$ cat src/rtl/icache_fetch_if.sv
// ---------------------------------------------------------------------------
// icache_fetch_if
// Refill bus between the instruction cache and the word-wide instruction
// memory. The cache is the master and the memory is the slave.
//   mem_req   : refill request, registered by the cache, held until mem_ack
//   mem_addr  : word-aligned byte address of the requested word
//   mem_rdata : returned word, meaningful only while mem_ack is high
//   mem_ack   : one-cycle acknowledge for the word at mem_addr
// ---------------------------------------------------------------------------
interface icache_fetch_if;
    logic        mem_req;
    logic [31:0] mem_addr;
    logic [31:0] mem_rdata;
    logic        mem_ack;

    modport master (
        output mem_req,
        output mem_addr,
        input  mem_rdata,
        input  mem_ack
    );

    modport slave (
        input  mem_req,
        input  mem_addr,
        output mem_rdata,
        output mem_ack
    );
endinterface

$ cat src/rtl/icache_fetch.sv
// ---------------------------------------------------------------------------
// icache_fetch
// Direct-mapped, read-only instruction cache for the fetch stage. A hit
// returns the instruction combinationally; a miss stalls fetch (hitF=0) and
// refills the whole line with a WORDS-beat request/acknowledge burst.
//   clk    : clock, all state updates on the rising edge
//   reset  : asynchronous, active-low; clears state, valid bits and mem_req
//   pcF    : fetch byte address, bits [1:0] ignored
//   flush  : invalidate every line (pulse or level)
//   instrF : instruction for pcF, 0 when hitF=0
//   hitF   : instrF is valid this cycle; fetch stalls when low
//   mem    : refill bus (master side)
// ---------------------------------------------------------------------------
module icache_fetch #(
    parameter int unsigned LINES = 16,
    parameter int unsigned WORDS = 4
) (
    input  logic                  clk,
    input  logic                  reset,
    input  logic [31:0]           pcF,
    input  logic                  flush,
    output logic [31:0]           instrF,
    output logic                  hitF,
    icache_fetch_if.master        mem
);

    localparam int unsigned OffBits  = $clog2(WORDS);
    localparam int unsigned IdxBits  = $clog2(LINES);
    localparam int unsigned LineBits = 30 - OffBits;
    localparam int unsigned TagBits  = LineBits - IdxBits;

    typedef enum logic {StIdle, StFill} stateT;

    stateT stateQ, stateD;

    // Lookup fields of the current fetch address.
    logic [OffBits-1:0] pcOff;
    logic [IdxBits-1:0] pcIdx;
    logic [TagBits-1:0] pcTag;
    logic               unusedPc;

    assign pcOff    = pcF[OffBits+1:2];
    assign pcIdx    = pcF[IdxBits+OffBits+1:OffBits+2];
    assign pcTag    = pcF[31:IdxBits+OffBits+2];
    assign unusedPc = ^pcF[1:0];

    // Storage: only the valid bits are reset.
    logic [LINES-1:0]   validQ;
    logic [TagBits-1:0] tagQ  [LINES];
    logic [31:0]        dataQ [LINES*WORDS];

    // Refill context, latched when a fill starts.
    logic [LineBits-1:0] lineQ;
    logic [OffBits-1:0]  countQ;
    logic [OffBits-1:0]  countInc;
    logic                poisonQ;
    logic                memReqQ;
    logic [31:0]         memAddrQ;
    logic [IdxBits-1:0]  fillIdx;
    logic [TagBits-1:0]  fillTag;

    assign fillIdx  = lineQ[IdxBits-1:0];
    assign fillTag  = lineQ[LineBits-1:IdxBits];
    assign countInc = countQ + OffBits'(1);

    logic lookupHit;
    logic startFill;
    logic ackBeat;
    logic lastBeat;

    assign lookupHit = validQ[pcIdx] && (tagQ[pcIdx] == pcTag);

    // ---------------------------------------------------------------- FSM
    always_ff @(posedge clk or negedge reset) begin
        if (!reset) begin
            stateQ <= StIdle;
        end else begin
            stateQ <= stateD;
        end
    end

    always_comb begin
        stateD = stateQ;
        unique case (stateQ)
            StIdle: if (!lookupHit && !flush) stateD = StFill;
            StFill: if (lastBeat) stateD = StIdle;
            default: stateD = StIdle;
        endcase
    end

    always_comb begin
        hitF      = 1'b0;
        instrF    = '0;
        startFill = 1'b0;
        ackBeat   = 1'b0;
        lastBeat  = 1'b0;
        unique case (stateQ)
            StIdle: begin
                // A flush in IDLE hides the hit for the cycle it clears the line.
                if (lookupHit && !flush) begin
                    hitF   = 1'b1;
                    instrF = dataQ[{pcIdx, pcOff}];
                end
                startFill = !lookupHit && !flush;
            end
            StFill: begin
                // mem_req is high for the whole FILL state, so any ack here counts.
                ackBeat  = mem.mem_ack;
                // WORDS is a power of two: the last beat is the all-ones count.
                lastBeat = mem.mem_ack && (&countQ);
            end
            default: ;
        endcase
    end

    // ------------------------------------------------------ refill control
    always_ff @(posedge clk or negedge reset) begin
        if (!reset) begin
            validQ   <= '0;
            lineQ    <= '0;
            countQ   <= '0;
            poisonQ  <= 1'b0;
            memReqQ  <= 1'b0;
            memAddrQ <= '0;
        end else begin
            if (startFill) begin
                lineQ    <= pcF[31:OffBits+2];
                countQ   <= '0;
                poisonQ  <= 1'b0;
                memReqQ  <= 1'b1;
                memAddrQ <= {pcF[31:OffBits+2], {(OffBits + 2){1'b0}}};
            end
            if (ackBeat) begin
                countQ   <= countInc;
                memAddrQ <= {lineQ, countInc, 2'b00};
                if (lastBeat) begin
                    memReqQ <= 1'b0;
                end
            end
            // A flush during a burst lets it finish but keeps the line invalid.
            if ((stateQ == StFill) && flush) begin
                poisonQ <= 1'b1;
            end
            if (flush) begin
                validQ <= '0;
            end else if (lastBeat && !poisonQ) begin
                validQ[fillIdx] <= 1'b1;
            end
        end
    end

    // ---------------------------------------------------- tag/data arrays
    always_ff @(posedge clk) begin
        if (ackBeat) begin
            dataQ[{fillIdx, countQ}] <= mem.mem_rdata;
        end
        if (lastBeat) begin
            tagQ[fillIdx] <= fillTag;
        end
    end

    assign mem.mem_req  = memReqQ;
    assign mem.mem_addr = memAddrQ;

endmodule

$ cat src/flat_wrapper.sv
// flat-port wrapper written by rule: the top's interface ports become plain ports
module icache_fetch_flat 
#(
    parameter int unsigned LINES = 16,
    parameter int unsigned WORDS = 4
)
  (clk, reset, pcF, flush, instrF, hitF, mem_mem_req, mem_mem_addr, mem_mem_rdata, mem_mem_ack);
  icache_fetch_if mem_i ();
  input  logic clk;
  input  logic reset;
  input  logic [31:0] pcF;
  input  logic flush;
  output logic [31:0] instrF;
  output logic hitF;
  output wire logic [$bits(mem_i.mem_req)-1:0] mem_mem_req;
  output wire logic [$bits(mem_i.mem_addr)-1:0] mem_mem_addr;
  input wire logic [$bits(mem_i.mem_rdata)-1:0] mem_mem_rdata;
  input wire logic [$bits(mem_i.mem_ack)-1:0] mem_mem_ack;
  assign mem_mem_req = mem_i.mem_req;
  assign mem_mem_addr = mem_i.mem_addr;
  assign mem_i.mem_rdata = mem_mem_rdata;
  assign mem_i.mem_ack = mem_mem_ack;
  icache_fetch #(.LINES(LINES), .WORDS(WORDS)) u_core (.clk(clk), .reset(reset), .pcF(pcF), .flush(flush), .instrF(instrF), .hitF(hitF), .mem(mem_i));
endmodule
$ cat config.mk
export PLATFORM = sky130hd
export DESIGN_NAME = icache_fetch_flat
export DESIGN_NICKNAME = d
export VERILOG_FILES = /design/src/rtl/icache_fetch_if.sv /design/src/rtl/icache_fetch.sv /design/src/flat_wrapper.sv
export SDC_FILE = /design/constraint.sdc
export NUM_CORES = 2
export LEC_CHECK = 0
export BUFFER_PORTS_ARGS = -buffer_cell sky130_fd_sc_hd__buf_2
export CORE_MARGIN = 10
export CORE_UTILIZATION = 51
export DETAILED_ROUTE_END_ITERATION = 16
export PLACE_DENSITY = 0.67
export SLEW_MARGIN = 20
export SYNTH_ARGS = -nofsm -noshare
export SYNTH_HDL_FRONTEND = slang
export SYNTH_SLANG_ARGS = --single-unit
$ cat constraint.sdc
create_clock -name clk -period 8 [get_ports clk]
set_input_delay 0.4 -clock clk [delete_from_list [all_inputs] [get_ports clk]]
set_output_delay 0.4 -clock clk [all_outputs]
set_load 0.005 [all_outputs]
# Word level (Yosys, flattened, before mapping)

Memory sizes are Yosys's and may differ from the RTL's.
Cells that the tools add are included.

Flip-flop bits (word level): 81
Bits in writable memories: 2,432
Logic and storage cells: 59
Memories: 2

Add/sub/neg operators: 1
$lt $le $gt $ge: 3
Equal/unequal tests: 1
Mux-type cells: 29
Bitwise operators: 2
Reduce and logical (&&, ||, !) cells: 14

Memories:

| name         | depth | width | rd ports | clocked after Yosys merged registers in | write ports | RTL line           | source |
|---|---|---|---|---|---|---|---|
| u_core.dataQ | 64    | 32    | 1        | 0                                       | 1           | icache_fetch.sv:50 | `logic [31:0] dataQ [LINES*WORDS];` |
| u_core.tagQ  | 16    | 24    | 1        | 0                                       | 1           | icache_fetch.sv:49 | `logic [TagBits-1:0] tagQ [LINES];` |

Operators by type and width:

| kind                  | number |
|---|---|
| $mux W32              | 4 |
| $mux W16              | 2 |
| $eq A24 B24 Y1        | 1 |
| $mux W1               | 18 |
| $or A16 B16 Y16       | 1 |
| $lt A4 B5 Y1 const B  | 2 |
| $logic_and A1 B1 Y1   | 7 |
| $reduce_bool A2 Y1    | 3 |
| $bmux W1 S4           | 1 |
| $demux W1 S4          | 1 |
| $ge A4 B1 Y1 const B  | 1 |
| $mux W2               | 2 |
| $logic_not A1 Y1      | 3 |
| $add A2 B1 Y2 const B | 1 |
| $pmux W1 S2           | 1 |
| $reduce_and A2 Y1     | 1 |
| $not A1 Y1            | 1 |

# Logic depth before layout (Yosys ltp)

Depth in word-level cells: 9
Depth in mapped cells: 16
Gate-level depth less buffers: 9

# Least setup slack after synthesis

OpenSTA, ideal clock, no wires.

Kind: in2out
Start: input pcF[5]
End: output instrF[22]
Arrival: 3.340 ns
Required time: 7.600 ns
Path slack: 4.260 ns
Stages on the path: 9
Cell sequence: buf_2 > buf_2 > buf_2 > clkbuf_1 > buf_2 > buf_1 > mux4_2 > mux4_2 > and3_1

Cells in the longest elaborated chain, start to end: 6
Elaborated cells on any way between the ends: 9
Classes of those cells: 1 x eq/ne; 4 x mux; 2 x reduce/logical; 2 x memory

RTL lines:

| element                                        | RTL line            | source |
|---|---|---|
| start, declared                                | flat_wrapper.sv:11  | `input logic [31:0] pcF;` |
| $mem_v2 Z16 W24 or $bmux W1 S4 (tied branches) | --                  |  |
| $eq A24 B24 Y1 or $mux W1 (tied branches)      | icache_fetch.sv:71  | `assign lookupHit = validQ[pcIdx] && (tagQ[pcIdx] == pcTag);` |
| $logic_and A1 B1 Y1                            | icache_fetch.sv:71  |  |
| $logic_and A1 B1 Y1                            | icache_fetch.sv:100 | `if (lookupHit && !flush) begin` |
| $mux W32 *                                     | icache_fetch.sv:100 |  |
| $mux W32 *                                     | icache_fetch.sv:97  | `unique case (stateQ)` |
| end, declared                                  | flat_wrapper.sv:13  | `output logic [31:0] instrF;` |

Every way passes the cells marked *; elsewhere a longest branch is shown, timed or not. The select of a mux whose other input is x is not followed.

# Final worst setup path

Start: input pcF[4]
End: output instrF[4]

Same word-level chain as after synthesis.

==> results.toml <==
[placement]
dpl_worst_slack_ns = 2.557
dp.cells = 6677
io_buffers = 129
place_area_um2 = 101500
dpl.hpwl_mm = 124.7
place_congestion = 0.8152

[yosys]
yosys.area_share.xor_xnor_pct = 0.2075
synthAdderAreaFrac_pct = 0.01289
ys_types = 71
synthCells = 4154
synth-seq-cells = 2509
ys_seq_area_share_pct = 77.20
yosysWarnings = 0
ys_async_sr_fraction_pct = 3.069
muxShareOfSynthArea_pct = 18.36
synth-simple-area-share_pct = 1.564
ys.flop_type = "edfxtp_1"
synth_area_per_cell_um2 = 23.37
synth_area_um2 = 97090
synth_edf_count = 2432
synth_compound_area_share_pct = 1.500
synth_top_family_by_area = "multiplexers"

[clocking]
tritoncts = "yes"
clock_sinks = 2509
htreeDepth = 4
clock-root-buffer = "clkbuf_16"
clkLatencyLatePin_ns = 0.88
cts_max_path_buffers = 3
clk_pin_slew_ns = 0.06
numCtsBuffers = 237
cts_setup_buffers = 0

[timing]
rsz0062_at_grt = "false"
min_period_ns = 5.399
slew_headroom_pct = 22.91
tightest_slew_ns = 1.154
hold_viol = 0
fin_crit_sh_pct = 67.49
holdWs_ns = 0.05469
fin_worst_skew_ns = 0.08503
setup_violations = 0
fin_tns_setup_ns = 0
fin_ws_ns = 2.601
fmax_ghz = 0.1852
final_max_slew_viol_count = 0

[critical_path]
crit_path_max_incr_delay_ns = 0.77
critPathLaunchType = "primary input"
crit_path_max_fanout = 78
required_ns = 7.60
path_common_cell = "buf_4"
end_kind = "output pin"
crit_slowest_cell = "o41ai_2"
r2r.worst_path.cells = 10
worstPathCellList = "buf_8, buf_4, mux4_2, mux2i_1, xnor2_1, o41ai_2, nand4_1, nor3_4, buf_4, and3_1, buf_2"
critical_path_class = "in -> out"
cp.arrival_ns = 5.00

[cells_and_area]
syn2layout_area_growth_pct = 12.79
drive_above_1_share_pct = 31.39
fin_nets = 4509
final_area_um2 = 109500
fin_cells = 7164
nFillCells = 13420

[power_and_ir_drop]
power_density_nw_per_um2 = 263.9
p_clk_share_pct = 37.5
vdd_drop_max_v = 0.0001968
internal_power_mw = 22.09
power_frac_seq_pct = 54.2
switchingPower_mw = 6.812
combPwrFrac_pct = 8.3
p_leak_nw = 34.42
p_sw_share_pct = 23.57

[floorplanning]
dieArea_um2 = 208200
die_w_um = 456.3
die_h_um = 456.3
start_util_pct = 51.16
rows = 160
io_pins = 134
core_um2 = 189800

[hold_path]
hp-class = "in -> reg"
whs_path_depth = 1

[global_routing]
grt_pass1_vias = 45860
grt_pass1_wl_mm = 334.4
grt_antenna_before_repair = 18
overflow = 0
track_usage_pct = 21.99
grt_max_degree = 115

[detailed_routing]
first_pass_iters = 5
postRouteAntennaNets = 1
vias = 45400
wirelength_mm = 231.5
drt_iter0_drc = 5696
wl_per_cell_um = 32.31
drc_errors = 0
vias_per_cell = 6.338

[run]
cap_violations = 0

[run_status]
violations = "antenna rules"
status = "finished with violations"
cell usage after synthesis, drive strengths merged, types with 11 or more instances:
master,n,share of area (%)
edfxtp,2432,75
mux4,747,17
nor2,185,0.72
clkbuf,154,0.60
buf,80,0.50
dfrtp,77,2.0
mux2i,63,0.65
nand2,55,0.21
a21oi,50,0.26
o22ai,37,0.37
and3,35,0.23
mux2,33,0.38
o21ai,23,0.13
a211oi,17,0.13
a311oi,14,0.13
inv,14,0.054
xor2,12,0.11
xnor2,11,0.099
layout by cell type, fill, tap and decap left out, drive strengths merged, types with 3 or more instances in the layout:
cell            n
nand2          55
clkinvlp        6
clkinv        109
mux2           33
a22oi          10
xor2           12
nor3           10
a211oi         17
o22ai          37
bufinv         18
and2            5
clkbuf        295
o21ai          23
diode          18
nand3           8
xnor2          11
a2111oi         3
a221oi          8
a311oi         14
nor2          185
edfxtp       2432
and3           35
a21oi          50
inv            20
o2111ai         3
nand2b          5
nand4           4
or3             4
dfrtp          77
nor2b           9
a22o            4
dlygate4sd3    29
mux4          747
o2bb2ai         4
buf           251
mux2i          63
or2             5
worst paths after layout:
check                                   from                 endpoint  slack [ns]
max                                   pcF[4]                instrF[4]        2.60
min                        mem_mem_rdata[19]     u_core.dataQ[52][19]        0.05
max reg2reg                u_core.tagQ[3][0]          u_core.lineQ[2]        3.62
min reg2reg                 u_core.validQ[0]         u_core.validQ[0]        0.50
max in group asynchronous              reset        u_core.validQ[13]        7.19
min in group asynchronous              reset  u_core.mem.mem_addr[12]        0.17
kinds of logic (layout without fill, tap and decap cells):
kind of cell	Yosys count	count (layout)
other	1	20
buffers and inverters	248	728
muxes	843	843
DFF	2509	2509
adders and majority gates	1	1
AOI/OAI and AO/OA	193	193
xor gates and xnor gates	23	23
and+or+nand+nor	336	336
what timing repair did:
| action | in CTS | in global routing |
|---|---|---|
| hold endpoints to repair | 143 | 31 |
| hold buffers | 27 | 2 |
| resized for setup | 0 | 0 |
critical path, delay by kind of cell:
kind            cells  cell delay (ns)
buf+inv             4             1.49
mux                 2             0.74
xor+xnor            1             0.13
simple gates        3             1.23
compound gates      1             0.77
registers in the layout, indices dropped and copies added, names as in the netlist:
name and flops:
u_core.countQ 1, u_core.dataQ 2048, u_core.lineQ 28, u_core.mem.mem_addr 29, u_core.mem.mem_req 1, u_core.poisonQ 1
u_core.stateQ 1, u_core.tagQ 384, u_core.validQ 16
area by class of cell:
type / count / area [um2] / area share [%]
Antenna cell: 18 / 45.04 / 0.04113
Clock buffer: 295 / 6168 / 5.633
Clock inverter: 139 / 1348 / 1.231
Inverter: 14 / 55.05 / 0.05027
Multi-Input combinational cell: 1398 / 21640 / 19.76
Sequential cell: 2509 / 74960 / 68.45
Tap cell: 2511 / 3142 / 2.869
Timing Repair Buffer: 280 / 2151 / 1.964
through the flow:
stage               total power, mW  util [%]
floorplan                     17.07         -
global placement              18.21     53.46
detailed placement            18.31     53.46
CTS                           29.07     57.57
global route                  29.80     57.69
finish                        28.90     57.70
power by group through the flow:
stage | Sequential (mW) | Combinational (mW) | Clock (mW)
after floorplan | 15.7 | 1.35 | 0
after global placement | 15.9 | 2.34 | 0
after detailed placement | 15.9 | 2.39 | 0
after CTS | 15.6 | 2.40 | 11.0
after global routing | 15.7 | 2.54 | 11.5
final | 15.7 | 2.39 | 10.8
layer usage:
metal	wire length, um	track usage, %	up-vias
li1	-	-	18350
met2	115100	35.66	2015
met5	13	0	-
met4	6132	6.295	2
met1	92290	30.93	24690
met3	17910	3.983	347
Power figures use the tool's default switching activity.
